## src/rtl/core_pkg.sv

```systemverilog
// rtl/core_pkg.sv - shared encodings and defaults for the memory port arbiter
package core_pkg;

    typedef enum logic {
        OWN_IF = 1'b0,
        OWN_LS = 1'b1
    } owner_e;

    typedef enum logic {
        ARB_IDLE = 1'b0,
        ARB_BUSY = 1'b1
    } arb_state_e;

    localparam int MEM_LAT_DEFAULT = 2;
    localparam int CNT_W           = 4;

    // With rr_en, contention goes to whoever was not granted last; otherwise LS wins.
    function automatic owner_e pick_winner(input logic if_req, input logic ls_req,
                                           input owner_e last, input logic rr_en);
        owner_e w;
        if (if_req && ls_req) begin
            if (rr_en && (last == OWN_LS)) w = OWN_IF;
            else                           w = OWN_LS;
        end else if (ls_req) begin
            w = OWN_LS;
        end else begin
            w = OWN_IF;
        end
        return w;
    endfunction

endpackage

```

## src/rtl/mem_port_arbiter_if.sv

```systemverilog
// rtl/mem_port_arbiter_if.sv - requester and memory signals of the shared memory port
interface mem_port_arbiter_if #(
    parameter int ADDR_W = 32,
    parameter int DATA_W = 32
);
    logic              i_if_req;
    logic [ADDR_W-1:0] i_if_addr;
    logic              o_if_gnt;
    logic              o_if_valid;
    logic [DATA_W-1:0] o_if_rdata;
    logic              o_if_err;

    logic                i_ls_req;
    logic                i_ls_wen;
    logic [ADDR_W-1:0]   i_ls_addr;
    logic [DATA_W-1:0]   i_ls_wdata;
    logic [DATA_W/8-1:0] i_ls_mask;
    logic                o_ls_gnt;
    logic                o_ls_valid;
    logic [DATA_W-1:0]   o_ls_rdata;

    logic                o_mem_req;
    logic                o_mem_wen;
    logic [ADDR_W-1:0]   o_mem_addr;
    logic [DATA_W-1:0]   o_mem_wdata;
    logic [DATA_W/8-1:0] o_mem_mask;
    logic [DATA_W-1:0]   i_mem_rdata;

    modport slave (
        input  i_if_req, i_if_addr,
        output o_if_gnt, o_if_valid, o_if_rdata, o_if_err,
        input  i_ls_req, i_ls_wen, i_ls_addr, i_ls_wdata, i_ls_mask,
        output o_ls_gnt, o_ls_valid, o_ls_rdata,
        output o_mem_req, o_mem_wen, o_mem_addr, o_mem_wdata, o_mem_mask,
        input  i_mem_rdata
    );

    modport master (
        output i_if_req, i_if_addr,
        input  o_if_gnt, o_if_valid, o_if_rdata, o_if_err,
        output i_ls_req, i_ls_wen, i_ls_addr, i_ls_wdata, i_ls_mask,
        input  o_ls_gnt, o_ls_valid, o_ls_rdata,
        input  o_mem_req, o_mem_wen, o_mem_addr, o_mem_wdata, o_mem_mask,
        output i_mem_rdata
    );
endinterface

```

## src/rtl/arb_lat_cnt.sv

```systemverilog
// rtl/arb_lat_cnt.sv - loadable down-counter with zero flag tracking memory latency
module arb_lat_cnt #(
    parameter int W = 4
) (
    input  logic         clk,
    input  logic         rst_n,
    input  logic         load,
    input  logic [W-1:0] load_val,
    input  logic         en,
    output logic [W-1:0] cnt,
    output logic         zero
);

    always_ff @(posedge clk or negedge rst_n) begin
        if (!rst_n) begin
            cnt <= '0;
        end else if (load) begin
            cnt <= load_val;
        end else if (en && (cnt != '0)) begin
            cnt <= cnt - 1'b1;
        end
    end

    assign zero = (cnt == '0);

endmodule

```

## src/rtl/mem_port_arbiter.sv

```systemverilog
// rtl/mem_port_arbiter.sv - IF/LS arbiter for the single memory port, one access in flight
// Optional build macro ARB_ROUND_ROBIN_EN selects round-robin arbitration on contention.
module mem_port_arbiter
    import core_pkg::*;
#(
    parameter int ADDR_W  = 32,
    parameter int DATA_W  = 32,
    parameter int MEM_LAT = MEM_LAT_DEFAULT
) (
    input  logic i_clk,
    input  logic i_rst,
    input  logic i_halt,
    output logic o_busy,
    mem_port_arbiter_if.slave bus
);

`ifdef ARB_ROUND_ROBIN_EN
    localparam logic RR_EN = 1'b1;
`else
    localparam logic RR_EN = 1'b0;
`endif

    arb_state_e       state_q, state_d;
    owner_e           owner_q, owner_d;
    owner_e           last_q, last_d;
    logic             store_q, store_d;
    owner_e           winner;
    logic             misaligned;
    logic             cnt_load;
    logic             cnt_zero;
    logic [CNT_W-1:0] cnt;

    arb_lat_cnt #(.W(CNT_W)) u_lat_cnt (
        .clk      (i_clk),
        .rst_n    (i_rst),
        .load     (cnt_load),
        .load_val (CNT_W'(MEM_LAT - 1)),
        .en       (state_q == ARB_BUSY),
        .cnt      (cnt),
        .zero     (cnt_zero)
    );

    always_ff @(posedge i_clk or negedge i_rst) begin
        if (!i_rst) begin
            state_q <= ARB_IDLE;
            owner_q <= OWN_IF;
            last_q  <= OWN_IF;
            store_q <= 1'b0;
        end else begin
            state_q <= state_d;
            owner_q <= owner_d;
            last_q  <= last_d;
            store_q <= store_d;
        end
    end

    assign winner     = pick_winner(bus.i_if_req, bus.i_ls_req, last_q, RR_EN);
    assign misaligned = (bus.i_if_addr[1:0] != 2'b00);

    // Outputs are gated by reset so that every output reads 0 while rst is held low.
    always_comb begin
        state_d         = state_q;
        owner_d         = owner_q;
        last_d          = last_q;
        store_d         = store_q;
        cnt_load        = 1'b0;
        bus.o_if_gnt    = 1'b0;
        bus.o_if_valid  = 1'b0;
        bus.o_if_rdata  = '0;
        bus.o_if_err    = 1'b0;
        bus.o_ls_gnt    = 1'b0;
        bus.o_ls_valid  = 1'b0;
        bus.o_ls_rdata  = '0;
        bus.o_mem_req   = 1'b0;
        bus.o_mem_wen   = 1'b0;
        bus.o_mem_addr  = '0;
        bus.o_mem_wdata = '0;
        bus.o_mem_mask  = '0;
        o_busy          = i_rst && (state_q == ARB_BUSY);

        if (i_rst) begin
            case (state_q)
                ARB_IDLE: begin
                    if (!i_halt && (bus.i_if_req || bus.i_ls_req)) begin
                        last_d = winner;
                        if (winner == OWN_IF) begin
                            bus.o_if_gnt = 1'b1;
                            if (misaligned) begin
                                bus.o_if_err = 1'b1;
                            end else begin
                                bus.o_mem_req  = 1'b1;
                                bus.o_mem_addr = bus.i_if_addr;
                                bus.o_mem_mask = '1;
                                state_d        = ARB_BUSY;
                                owner_d        = OWN_IF;
                                store_d        = 1'b0;
                                cnt_load       = 1'b1;
                            end
                        end else begin
                            bus.o_ls_gnt    = 1'b1;
                            bus.o_mem_req   = 1'b1;
                            bus.o_mem_wen   = bus.i_ls_wen;
                            bus.o_mem_addr  = bus.i_ls_addr;
                            bus.o_mem_wdata = bus.i_ls_wdata;
                            bus.o_mem_mask  = bus.i_ls_mask;
                            state_d         = ARB_BUSY;
                            owner_d         = OWN_LS;
                            store_d         = bus.i_ls_wen;
                            cnt_load        = 1'b1;
                        end
                    end
                end
                ARB_BUSY: begin
                    if (cnt_zero) begin
                        state_d = ARB_IDLE;
                        if (owner_q == OWN_IF) begin
                            bus.o_if_valid = 1'b1;
                            bus.o_if_rdata = bus.i_mem_rdata;
                        end else begin
                            bus.o_ls_valid = 1'b1;
                            bus.o_ls_rdata = store_q ? '0 : bus.i_mem_rdata;
                        end
                    end
                end
                default: state_d = ARB_IDLE;
            endcase
        end
    end

endmodule

```

## src/flat_wrapper.sv

```systemverilog
// flat-port wrapper written by rule: the top's interface ports become plain ports
module mem_port_arbiter_flat import core_pkg::*;
#(
    parameter int ADDR_W  = 32,
    parameter int DATA_W  = 32,
    parameter int MEM_LAT = MEM_LAT_DEFAULT
)
  (i_clk, i_rst, i_halt, o_busy, bus_i_if_req, bus_i_if_addr, bus_o_if_gnt, bus_o_if_valid, bus_o_if_rdata, bus_o_if_err, bus_i_ls_req, bus_i_ls_wen, bus_i_ls_addr, bus_i_ls_wdata, bus_i_ls_mask, bus_o_ls_gnt, bus_o_ls_valid, bus_o_ls_rdata, bus_o_mem_req, bus_o_mem_wen, bus_o_mem_addr, bus_o_mem_wdata, bus_o_mem_mask, bus_i_mem_rdata);
  mem_port_arbiter_if #(.ADDR_W(ADDR_W), .DATA_W(DATA_W)) bus_i ();
  input  logic i_clk;
  input  logic i_rst;
  input  logic i_halt;
  output logic o_busy;
  input wire logic [$bits(bus_i.i_if_req)-1:0] bus_i_if_req;
  input wire logic [$bits(bus_i.i_if_addr)-1:0] bus_i_if_addr;
  output wire logic [$bits(bus_i.o_if_gnt)-1:0] bus_o_if_gnt;
  output wire logic [$bits(bus_i.o_if_valid)-1:0] bus_o_if_valid;
  output wire logic [$bits(bus_i.o_if_rdata)-1:0] bus_o_if_rdata;
  output wire logic [$bits(bus_i.o_if_err)-1:0] bus_o_if_err;
  input wire logic [$bits(bus_i.i_ls_req)-1:0] bus_i_ls_req;
  input wire logic [$bits(bus_i.i_ls_wen)-1:0] bus_i_ls_wen;
  input wire logic [$bits(bus_i.i_ls_addr)-1:0] bus_i_ls_addr;
  input wire logic [$bits(bus_i.i_ls_wdata)-1:0] bus_i_ls_wdata;
  input wire logic [$bits(bus_i.i_ls_mask)-1:0] bus_i_ls_mask;
  output wire logic [$bits(bus_i.o_ls_gnt)-1:0] bus_o_ls_gnt;
  output wire logic [$bits(bus_i.o_ls_valid)-1:0] bus_o_ls_valid;
  output wire logic [$bits(bus_i.o_ls_rdata)-1:0] bus_o_ls_rdata;
  output wire logic [$bits(bus_i.o_mem_req)-1:0] bus_o_mem_req;
  output wire logic [$bits(bus_i.o_mem_wen)-1:0] bus_o_mem_wen;
  output wire logic [$bits(bus_i.o_mem_addr)-1:0] bus_o_mem_addr;
  output wire logic [$bits(bus_i.o_mem_wdata)-1:0] bus_o_mem_wdata;
  output wire logic [$bits(bus_i.o_mem_mask)-1:0] bus_o_mem_mask;
  input wire logic [$bits(bus_i.i_mem_rdata)-1:0] bus_i_mem_rdata;
  assign bus_i.i_if_req = bus_i_if_req;
  assign bus_i.i_if_addr = bus_i_if_addr;
  assign bus_o_if_gnt = bus_i.o_if_gnt;
  assign bus_o_if_valid = bus_i.o_if_valid;
  assign bus_o_if_rdata = bus_i.o_if_rdata;
  assign bus_o_if_err = bus_i.o_if_err;
  assign bus_i.i_ls_req = bus_i_ls_req;
  assign bus_i.i_ls_wen = bus_i_ls_wen;
  assign bus_i.i_ls_addr = bus_i_ls_addr;
  assign bus_i.i_ls_wdata = bus_i_ls_wdata;
  assign bus_i.i_ls_mask = bus_i_ls_mask;
  assign bus_o_ls_gnt = bus_i.o_ls_gnt;
  assign bus_o_ls_valid = bus_i.o_ls_valid;
  assign bus_o_ls_rdata = bus_i.o_ls_rdata;
  assign bus_o_mem_req = bus_i.o_mem_req;
  assign bus_o_mem_wen = bus_i.o_mem_wen;
  assign bus_o_mem_addr = bus_i.o_mem_addr;
  assign bus_o_mem_wdata = bus_i.o_mem_wdata;
  assign bus_o_mem_mask = bus_i.o_mem_mask;
  assign bus_i.i_mem_rdata = bus_i_mem_rdata;
  mem_port_arbiter #(.ADDR_W(ADDR_W), .DATA_W(DATA_W), .MEM_LAT(MEM_LAT)) u_core (.i_clk(i_clk), .i_rst(i_rst), .i_halt(i_halt), .o_busy(o_busy), .bus(bus_i));
endmodule
```

## config.mk

```make
export PLATFORM = sky130hd
export DESIGN_NAME = mem_port_arbiter_flat
export DESIGN_NICKNAME = d
export VERILOG_FILES = /design/src/rtl/core_pkg.sv /design/src/rtl/mem_port_arbiter_if.sv /design/src/rtl/arb_lat_cnt.sv /design/src/rtl/mem_port_arbiter.sv /design/src/flat_wrapper.sv
export SDC_FILE = /design/constraint.sdc
export NUM_CORES = 1
export LEC_CHECK = 0
export BUFFER_PORTS_ARGS = -buffer_cell sky130_fd_sc_hd__buf_4
export CAP_MARGIN = 25
export CORE_AREA = 2 2 109 111
export DETAILED_ROUTE_END_ITERATION = 6
export DIE_AREA = 0 0 111 113
export HOLD_SLACK_MARGIN = 0.05
export PLACE_DENSITY = 0.57
export SLEW_MARGIN = 20
export SYNTH_ARGS = -nofsm -noshare
export SYNTH_HDL_FRONTEND = slang
export SYNTH_SLANG_ARGS = --single-unit
```

## constraint.sdc

```tcl
create_clock -name i_clk -period 2.5 [get_ports i_clk]
set_input_delay 0.75 -clock i_clk [delete_from_list [all_inputs] [get_ports i_clk]]
set_output_delay 0.75 -clock i_clk [all_outputs]
set_load 0.03 [all_outputs]
```

-- Word level (Yosys, flattened, before mapping)
Index checks and enable logic that the tools add are counted.
W data, S select, Z words.
- register bits after elaboration: 7
- input port bits: 138
- logic and storage cells: 80
- bitwise gates (word level): 1
- multiplexer cells: 62
- reduce and logical (&&, ||, !) cells: 11
- $add $sub $neg: 1
- equality and inequality tests: 1
- operators with widths (cell ; count):
    $mux W32 ; 18
    $mux W1 ; 36
    $mux W4 ; 7
    $logic_and A1 B1 Y1 ; 4
    $logic_not A4 Y1 ; 1
    $reduce_and A4 Y1 ; 1
    $reduce_bool A2 Y1 ; 2
    $reduce_bool A4 Y1 ; 1
    $sub A4 B1 Y4 const B ; 1
    $ne A2 B1 Y1 const B ; 1
    $pmux W1 S2 ; 1
    $logic_not A1 Y1 ; 1
    $logic_or A1 B1 Y1 ; 1
    $not A1 Y1 ; 1

-- Logic depth before layout (Yosys ltp)
- depth in word-level cells: 7
- mapped depth: 6
- mapped depth without buffers: 5

-- Hierarchy
Synthesis repeated with hierarchy kept, for this count alone.
- cell total of the unflattened synthesis: 245
- area, all modules: 1606.5 µm²
- modules (own cells, without submodules) (module ; instances ; area an instance (µm²) ; cells an instance):
    mem_port_arbiter ; 1 ; 1336.3 ; 218
    arb_lat_cnt ; 1 ; 270.3 ; 27

-- Worst setup path after synthesis
No wires, ideal clock.
- path kind: input port to output port
- from: input port i_halt
- to: output port bus_o_if_err
- slack: -774 ps
- data required time: 1750 ps
- data arrival time: 2524 ps
- cell stages on the path: 3
- path through: or3b_4 nor3b_1 nor2b_1
- cells in the longest elaborated chain, start to end: 5
- RTL lines (element ; RTL line ; RTL):
    start: declaration ; flat_wrapper.sv:12 ; input logic i_halt;
    $logic_not A1 Y1 ; mem_port_arbiter.sv:84 ; if (!i_halt && (bus.i_if_req || bus.i_ls_req)) begin
    $logic_and A1 B1 Y1 ; mem_port_arbiter.sv:84 ;
    $mux W1 ; mem_port_arbiter.sv:84 ;
    $mux W1 ; mem_port_arbiter.sv:82 ; case (state_q)
    $mux W1 ; mem_port_arbiter.sv:81 ; if (i_rst) begin
    end: declaration ; flat_wrapper.sv:19 ; output wire logic [$bits(bus_i.o_if_err)-1:0] bus_o_if_err;
Every way passes these cells.

-- Worst setup path after layout
- from: input port i_halt
- to: output port bus_o_mem_addr[5]
- cells in the longest elaborated chain, start to end: 5
- RTL lines (element ; RTL line ; RTL):
    $logic_not A1 Y1 ; mem_port_arbiter.sv:84 ;
    $logic_and A1 B1 Y1 ; mem_port_arbiter.sv:84 ;
    $mux W32 ; mem_port_arbiter.sv:84 ;
    $mux W32 ; mem_port_arbiter.sv:82 ;
    $mux W32 ; mem_port_arbiter.sv:81 ;
    end: declaration ; flat_wrapper.sv:30 ; output wire logic [$bits(bus_i.o_mem_addr)-1:0] bus_o_mem_addr;
Every way passes these cells.

==> flow_metrics.env <==
export IMPL_die_x_um=111
export IMPL_gp_congestion=0.8593
export IMPL_synth_seq_cells=7
export IMPL_vias=2799
export IMPL_synthArstFlopShare_pct=100.0
export IMPL_ys_types=32
export IMPL_clock_latency_ps=230
export IMPL_io_pins=278
export IMPL_fin_crit_ps=2815
export IMPL_startpoint_type="input port"
export IMPL_num_rows=39
export IMPL_area_growth_pct=276.4
export IMPL_grt_pass1_wl_um=13940
export IMPL_post_route_util_pct=49.67
export IMPL_grt_max_degree=31
export IMPL_wire_per_inst_um=16.50
export IMPL_fin_ws_ps=-315.2
export IMPL_post_route_period_util_pct=112.6
export IMPL_critPathArrivalTime_ps=2070
export IMPL_p_leak_nw=2.848
export IMPL_yosysTopAreaCell="and2_1"
export IMPL_synth_ff_type="dfrtp_1"
export IMPL_cts_sinks=7
export IMPL_dp_cells=622
export IMPL_r2r_cells=6
export IMPL_setup_viol=137
export IMPL_dp_hpwl_um=7338
export IMPL_violations="setup timing"
export IMPL_yosysTopAreaCellShare_pct=41.63
export IMPL_viasPerCell=4.254
export IMPL_path_clk_slew_ps=40
export IMPL_synth_cells=206
export IMPL_cts_made_buffers=3
export IMPL_critPathKind="input port to primary output"
export IMPL_synth_warnings=0
export IMPL_drive_gt1_share_pct=92.43
export IMPL_drt_iter0_markers=66
export IMPL_yosysMostFrequentCell="and2_1"
export IMPL_syn_area_um2=1488
export IMPL_synth_edf_count=0
export IMPL_cts_hold_buf=0
export IMPL_antenna_found_initial=0
export IMPL_syn_area_per_cell_um2=7.222
export IMPL_peakVddDrop_mv=0.2329
export IMPL_io_buffer_count=277
export IMPL_worstPathRequired_ps=1750
export IMPL_cts_root_buf="clkbuf_16"
export IMPL_wl_um=10860
export IMPL_hold_viol_final=0
export IMPL_initial_core_util_pct=13.20
export IMPL_nNetsFinal=655
export IMPL_relSlewSlack_pct=68.87
export IMPL_yosysSeqAreaShare_pct=11.77
export IMPL_dieArea_um2=12540
export IMPL_track_usage_pct=13.63
export IMPL_overflow=0
export IMPL_synth_area_leaders="and2_1, a22o_1, dfrtp_1, clkbuf_1, buf_6"
export IMPL_slew_violations=0
export IMPL_endpoint_kind="primary output"
export IMPL_die_y_um=113
export IMPL_postRouteAntennaNets=0
export IMPL_path_max_fanout=30
export IMPL_synth_top_cells_by_count="and2_1, a22o_1, clkbuf_1"
export IMPL_cts_max_level=1
export IMPL_grt_pass1_vias=2711
export IMPL_drt_first_pass_iters=4
export IMPL_status="finished, violations left"
export IMPL_whs_path_depth=2
export IMPL_drc_errors=0
export IMPL_finalPower_mw=1.987
export IMPL_cts_tree="done"
export IMPL_clockBufferDepth=2
export IMPL_drv_cap=0
export IMPL_hp_class="flop to flop"
export IMPL_syn_nets=345
export IMPL_tightest_slew_ps=465.9
export IMPL_p_per_area_nw_per_um2=354.8
export IMPL_insertedDiodeCount=0
export IMPL_skew_ps=0.4203
export IMPL_coreArea_um2=11270
export IMPL_rsz0062_at_grt="true"
export IMPL_fin_tns_setup_ps=-27000
export IMPL_final_cells=658
export IMPL_fmax_mhz=355.2
-- timing repair --
action,4_1_cts,5_1_grt
gates cloned,4,11
setup endpoints to repair,137,138
gates resized for setup,100,175
pin swaps,4,80
setup buffers,5,14
-- per-stage QoR --
step                hold WS (ps)  area [um^2]  worst slack [ps]
detailed placement         519.6         4139            -363.0
global placement           508.4         4139            -336.7
finish                     528.1         5599            -315.2
global route               541.9         5599            -362.4
CTS                        429.8         4716            -317.8
floorplan                  454.4         1833            -106.5
-- worst paths after layout --
check / from / slack [ps] / end
worst max-delay path: i_halt / -320 / bus_o_mem_addr[5]
worst min-delay path: u_core.store_q$_DFFE_PN0P_ / 530 / u_core.store_q$_DFFE_PN0P_
worst max register to register: u_core.state_q$_DFFE_PN0P_ / 930 / u_core.store_q$_DFFE_PN0P_
worst min register to register: u_core.store_q$_DFFE_PN0P_ / 530 / u_core.store_q$_DFFE_PN0P_
max in group asynchronous: i_rst / 1740 / u_core.owner_q$_DFFE_PN0P_
min in group asynchronous: i_rst / 580 / u_core.store_q$_DFFE_PN0P_
-- power by group --
part           total, mW  switching (mW)  internal (mW)
Sequential         0.213          0.0437          0.170
Clock              0.270          0.0580          0.212
Combinational       1.50           0.678          0.825
-- sequential cells by signal, summed over array words and instances (netlist names) --
name	count
u_core.u_lat_cnt.cnt	4
u_core.store_q	1
u_core.owner_q	1
u_core.state_q	1
-- logic make-up after synthesis --
kind of cell	share of synthesized area (%)
AOI/OAI and AO/OA	22.46
muxes	0.6729
DFF	11.77
and+or+nand+nor	56.27
adders and majority gates	0.8409
buffers and inverters	7.990
-- cells in the final DEF, fill, tap and decap left out, drive strengths merged --
master | synthesis | routed
o21bai | 1 | 1
mux2i | 1 | 1
nand4b | 1 | 1
buf | 6 | 314
or3b | 1 | 1
or3 | 2 | 2
inv | 4 | 4
nor2b | 1 | 1
and4 | 1 | 1
and2 | 100 | 100
and4bb | 2 | 2
dfrtp | 7 | 7
o21ba | 1 | 1
nand3b | 1 | 1
a22o | 29 | 29
clkbuf | 13 | 14
a21o | 1 | 1
nor4b | 2 | 2
and3b | 1 | 1
nor3b | 2 | 2
nor3 | 1 | 1
and3 | 1 | 1
o21ai | 2 | 2
or2 | 1 | 1
nor2 | 6 | 6
o221ai | 1 | 1
ha | 1 | 1
nand2 | 9 | 9
a21oi | 7 | 7
-- final cells by class --
class	count	area, um^2
Fill cell	1009	5673
Timing Repair Buffer	324	3347
Multi-Input combinational cell	176	1804
Tap cell	143	178.9
Sequential cell	7	175.2
Clock buffer	4	78.83
Inverter	4	15.01
-- layer usage --
metal,up-vias,GRT usage [%],part of all wire (%)
met5,-,0,0
met4,0,3.083,1.3
met3,10,3.964,8.4
met2,167,28.55,57
met1,1302,12.87,33
li1,1320,-,-
-- critical path: stages --
cell     delay (ps)
buf_6            90
or3b_4          390
nor4b_4         270
buf_12          260
a22o_4          150
buf_6           120
No activity file was read; power rests on OpenSTA's default activity.
